<file path="src/rtl/alu_mul_sequencer.sv">
// Shift-and-add 32-cycle multiplier that borrows the shared execute-stage ALU for its adds.
// Optional: define MUL_EARLY_EXIT_EN to finish as soon as the remaining multiplier bits are zero.
module alu_mul_sequencer #(
  parameter int unsigned XLEN = 32
) (
  input  logic            clk,
  input  logic            rst,
  input  logic            StartE,
  input  logic [XLEN-1:0] OpAE,
  input  logic [XLEN-1:0] OpBE,
  input  logic            FlushE,
  input  logic [XLEN-1:0] AluResult,
  output logic            AluOwn,
  output logic [XLEN-1:0] AluSrcA,
  output logic [XLEN-1:0] AluSrcB,
  output logic [2:0]      AluControl,
  output logic            StallE,
  output logic            MulDone,
  output logic [XLEN-1:0] MulResult
);

`ifdef MUL_EARLY_EXIT_EN
  localparam bit EarlyExit = 1'b1;
`else
  localparam bit EarlyExit = 1'b0;
`endif

  typedef enum logic [1:0] {
    IDLE = 2'd0,
    RUN  = 2'd1,
    DONE = 2'd2
  } state_t;

  state_t          state_q, state_d;
  logic [XLEN-1:0] acc_q, acc_d;
  logic [XLEN-1:0] mcand_q, mcand_d;
  logic [XLEN-1:0] mplier_q, mplier_d;
  logic [4:0]      cnt_q, cnt_d;
  logic [XLEN-1:0] result_q, result_d;

  always_ff @(posedge clk or posedge rst) begin
    if (rst) begin
      state_q  <= IDLE;
      acc_q    <= '0;
      mcand_q  <= '0;
      mplier_q <= '0;
      cnt_q    <= '0;
      result_q <= '0;
    end else begin
      state_q  <= state_d;
      acc_q    <= acc_d;
      mcand_q  <= mcand_d;
      mplier_q <= mplier_d;
      cnt_q    <= cnt_d;
      result_q <= result_d;
    end
  end

  always_comb begin
    state_d    = state_q;
    acc_d      = acc_q;
    mcand_d    = mcand_q;
    mplier_d   = mplier_q;
    cnt_d      = cnt_q;
    result_d   = result_q;
    AluOwn     = 1'b0;
    AluSrcA    = '0;
    AluSrcB    = '0;
    AluControl = 3'b000;
    StallE     = 1'b0;
    MulDone    = 1'b0;

    case (state_q)
      IDLE: begin
        if (StartE) begin
          acc_d    = '0;
          mcand_d  = OpAE;
          mplier_d = OpBE;
          cnt_d    = '0;
          state_d  = RUN;
        end
      end
      RUN: begin
        StallE = 1'b1;
        if (EarlyExit && (mplier_q == '0)) begin
          result_d = acc_q;
          state_d  = DONE;
        end else begin
          AluOwn     = 1'b1;
          AluSrcA    = acc_q;
          AluSrcB    = mplier_q[0] ? mcand_q : '0;
          AluControl = 3'b000;
          acc_d      = AluResult;
          mcand_d    = mcand_q << 1;
          mplier_d   = mplier_q >> 1;
          cnt_d      = cnt_q + 5'd1;
          // The last add's sum goes straight into the result on the DONE entry edge.
          if (cnt_q == 5'd31) begin
            result_d = AluResult;
            state_d  = DONE;
          end
        end
      end
      DONE: begin
        StallE  = 1'b1;
        MulDone = 1'b1;
        state_d = IDLE;
      end
      default: state_d = IDLE;
    endcase

    // Flush beats start and any completion; the published result is left untouched.
    if (FlushE) begin
      state_d  = IDLE;
      result_d = result_q;
    end
  end

  assign MulResult = result_q;

endmodule

</file>
<file path="config.mk">
export PLATFORM = sky130hd
export DESIGN_NAME = alu_mul_sequencer
export DESIGN_NICKNAME = d
export VERILOG_FILES = /design/src/rtl/alu_mul_sequencer.sv
export SDC_FILE = /design/constraint.sdc
export NUM_CORES = 1
export LEC_CHECK = 0
export CORE_MARGIN = 10
export CORE_UTILIZATION = 49
export DETAILED_ROUTE_END_ITERATION = 12
export PLACE_DENSITY = 0.85
export SYNTH_ARGS = -nofsm -noshare
export SYNTH_HDL_FRONTEND = slang
export SYNTH_SLANG_ARGS = --single-unit
</file>
<file path="constraint.sdc">
create_clock -name clk -period 8.01 [get_ports clk]
set_input_delay 2.403 -clock clk [delete_from_list [all_inputs] [get_ports clk]]
set_output_delay 2.403 -clock clk [all_outputs]
set_load 0.1 [all_outputs]
</file>
---- Word-level counts from Yosys, hierarchy flattened ----
Index checks and enable logic that the tools add are counted.
word-level totals
  register bits after elaboration ......... 135
  latch bits .............................. 0
  memory bits (writable) .................. 0
  bits in read-only memories .............. 0
  memories kept ........................... 0
cells by class
  add/sub/neg operators ................... 1
  multiply operators ...................... 0
  div/mod/pow operators ................... 0
  order comparisons ....................... 0
  equality and inequality tests ........... 6
  shift-type cells ........................ 0
  muxes and demuxes ....................... 18
  bitwise logic cells ..................... 1
  reductions and logical operators ........ 6
operators with widths
  operator               count
  $mux W32               6
  $pmux W32 S2           3
  $pmux W5 S2            1
  $mux W2                3
  $ne A3 B3 Y1 const B   2
  $add A5 B1 Y5 const B  1
  $eq A5 B5 Y1 const B   1
  $mux W5                1
  $pmux W2 S2            1
  $reduce_and A2 Y1      2
  $mux W1                3
  $reduce_and A3 Y1      1
  $eq A2 B1 Y1 const B   1
  $eq A2 B2 Y1 const B   1
  $logic_not A2 Y1       1
  $ne A2 B2 Y1 const B   1
  $reduce_bool A2 Y1     1
  $reduce_or A2 Y1       1
  $not A1 Y1             1

---- Longest topological paths before layout ----
  word-level depth ........................ 4
  depth in mapped cells ................... 7
  depth with buffers taken out ............ 6

---- Worst setup path before layout ----
Ideal clock, no wire load.
  path kind ............................... reg2out
  start point ............................. register state_q[1]
  end point ............................... output AluSrcA[0]
  arrival ................................. 2.826 ns
  required time ........................... 5.607 ns
  path slack .............................. 2.781 ns
  cell stages (with the launch flop) ...... 7
  cells stage by stage .................... dfrtp_1 inv_1 ha_1 buf_2 buf_4 clkbuf_1 and2_1
on the way
  longest elaborated chain between the ends .. 2
ends and longest elaborated chain
  element                 RTL line  text
  from (decl)             34        state_t state_q, state_d;
  from (signal assigned)  50        state_q <= state_d;
  $eq A2 B1 Y1            73        case (state_q)
  $mux W32                73
  to (decl)               14        output logic [XLEN-1:0] AluSrcA,
No other way between the ends.

---- Worst setup path after layout ----
  start point ............................. register state_q[1]
  end point ............................... output AluSrcB[23]
on the way
  longest elaborated chain between the ends .. 2
ends and longest elaborated chain
  element       RTL line  text
  $eq A2 B1 Y1  73
  $mux W32      73
  to (decl)     15        output logic [XLEN-1:0] AluSrcB,
No other way between the ends.

==> flow_summary.json <==
{
  "arrival_ns": 3.52,
  "finalCriticalPeriod_ns": 5.92,
  "p_per_area_nw_per_um2": 267,
  "antenna_found_initial": 0,
  "routabilityCongestion": 0.807,
  "routed_wl_mm": 17.3,
  "worst_setup_path_end_kind": "primary output",
  "io_pins": 202,
  "dp_cells": 840,
  "gr-usage-all-layers": 0.205,
  "top_layer": "met4",
  "ir_drop_v": 0.000190,
  "outcome": "complete, no violations",
  "n_antenna_cell": 0,
  "synth.area.top_cells": "dfrtp_1, mux2_2, mux2i_1, a22o_1, and2_1",
  "insertion_delay_ns": 0.42,
  "clock_skew_ns": 0.00865,
  "num_vias": 4816,
  "drt-met1-wl_mm": 6.35,
  "crit_type": "flip-flop to primary output",
  "ant_nets": 0,
  "synth_edf_count": 0,
  "p_seq_frac": 0.396,
  "fin_cells": 872,
  "grt_pass1_vias": 5187,
  "wl_per_cell_um": 19.9,
  "cts-root-buf": "clkbuf_16",
  "slew_headroom": 0.168,
  "syn_area_per_cell_sq_um": 11.2,
  "netlist_area_sq_um": 5980,
  "worst-slew-pin-transition_ns": 1.25,
  "hp-class": "flip-flop to flip-flop",
  "dieArea_sq_um": 17000,
  "start_util": 0.500,
  "synth_top_cell_area_share": 0.565,
  "reg2reg_slack_ns": 5.43,
  "cts_setup_buffers": 0,
  "report.final.slew_viol_count": 0,
  "synth-seq-area-share": 0.565,
  "cts_tree": "yes",
  "max_freq_mhz": 169,
  "setup_viol": 0,
  "grt_overflow": 0,
  "rows": 40,
  "leakagePower_nw": 3.96,
  "synth_ff_type": "dfrtp_1",
  "cts_sinks": 135,
  "synthDistinctLibCells": 26,
  "met3_length_mm": 2.09,
  "layout_setup_ws_ns": 2.09,
  "cp.required_ns": 5.61,
  "cts_buffers": 17,
  "holdBufCountCts": 0,
  "core_sq_um": 12000,
  "crit_path_start_kind": "flip-flop",
  "dpl_cell_area_sq_um": 7990,
  "cts_buffer_depth": 2,
  "async_flop_share": 1.00,
  "synth_largest_area_cell": "dfrtp_1",
  "die_h_um": 130,
  "ys_ff_latch": 135,
  "hpwl_mm": 11.9,
  "grt_max_degree": 104,
  "swShare": 0.360,
  "p_int_w": 0.00146,
  "wl_met2_mm": 8.44,
  "drt-pass1-iter-count": 4,
  "io_buffer_count": 198,
  "area_delta_synth_final_pct": 43.2,
  "viasPerCell": 5.52,
  "final_nets": 818,
  "combPwrFrac": 0.280,
  "maxCapViolations": 0,
  "grt_first_pass_wirelength_mm": 27.3,
  "postCtsResizedCells": 0,
  "htreeDepth": 4,
  "rsz0062_at_grt": "false",
  "final_area_sq_um": 8560,
  "drtIter0Drc": 403,
  "die_w_um": 130,
  "timing.final.crit_share": 0.739,
  "drive_gt1_frac": 0.102,
  "finalHoldViolCount": 0,
  "p_sw_w": 0.000824,
  "clock_power_share": 0.324,
  "crit_fanout": 65,
  "synth_cells": 533,
  "path_clk_slew_ns": 0.06,
  "final.setup.tns_ns": 0,
  "yosysWarningCount": 0,
  "drc": 0,
  "dp_slack_ns": 2.55
}
power groups by stage:
stage	sequential, W	combinational (W)	clock [W]
CTS	0.000906	0.000644	0.000751
global route	0.000925	0.000688	0.000784
detailed placement	0.000914	0.000640	0
finish	0.000906	0.000640	0.000741
floorplan	0.000879	0.000490	0
global placement	0.000904	0.000620	0
final cells by class:
class                           count  area (sq um)
Clock inverter                     14           128
Timing Repair Buffer              202          2010
Clock buffer                       18           439
Fill cell                         839          3400
Inverter                           34           133
Tap cell                          147           184
Sequential cell                   135          3380
Multi-Input combinational cell    322          2280
registers in the layout, indices dropped and copies added, names as in the netlist:
name	flops
state_q	2
mplier_q	32
MulResult	32
cnt_q	5
acc_q	32
mcand_q	32
cell usage after synthesis, drive strengths merged (2+ instances only):
library cell,number
inv,34
mux2,34
nand2,35
o21ai,34
nand2b,2
buf,26
and3,33
nand3b,2
a21o,2
o22ai,30
and2,34
dfrtp,135
clkbuf,18
a22o,34
mux2i,33
a21oi,32
nand3,4
ha,6
per-layer routing:
metal,GRT usage,up-vias
li1,-,2225
met1,0.220,2358
met2,0.336,199
met3,0.109,34
met4,0.0818,0
met5,0,-
worst max-delay path: stages (launching register included):
cell and delay (ns):
dfrtp_1 0.39, inv_1 0.14, ha_4 0.54, buf_4 0.62
and3_1 0.24, clkdlybuf4s50_1 1.14
stage by stage:
step                      hold slack, ns  total power, W   util
after floorplan                    0.438         0.00137      -
after global placement             0.456         0.00152  0.668
after detailed placement           0.475         0.00155  0.668
after CTS                          0.488         0.00230  0.715
after global routing               0.513         0.00240  0.715
final                              0.484         0.00229  0.715
final timing paths:
path                                          from  depth (start not counted)                         to
setup / recovery            state_q[1]$_DFFE_PP0P_                          5                AluSrcB[23]
hold / removal             mplier_q[4]$_DFFE_PP0P_                          2    mplier_q[4]$_DFFE_PP0P_
setup reg to reg            state_q[1]$_DFFE_PP0P_                          4    mcand_q[14]$_DFFE_PP0P_
hold reg to reg            mplier_q[4]$_DFFE_PP0P_                          2    mplier_q[4]$_DFFE_PP0P_
max in group asynchronous                      rst                          3      acc_q[13]$_DFFE_PP0P_
min in group asynchronous                      rst                          2  MulResult[21]$_DFFE_PP0P_
cells by family after synthesis:
family | after synthesis | synth area share
AOI/OAI and AO/OA | 135 | 0.143
DFF | 135 | 0.565
and+or+nand+nor | 111 | 0.101
buffers and inverters | 78 | 0.0584
muxes | 67 | 0.119
adders and majority gates | 6 | 0.0126
other | 1 | 0.000627
cell usage in the layout (no fill, tap or decap), types with 30 or more instances in the layout:
master	instances
clkdlybuf4s50_1	198
dfrtp_1	135
nand2_1	35
a22o_1	34
mux2_2	34
o21ai_0	34
inv_1	33
and2_1	33
and3_1	33
a21oi_1	32
mux2i_1	32
o22ai_1	30
(Power assumes the default switching activity.)
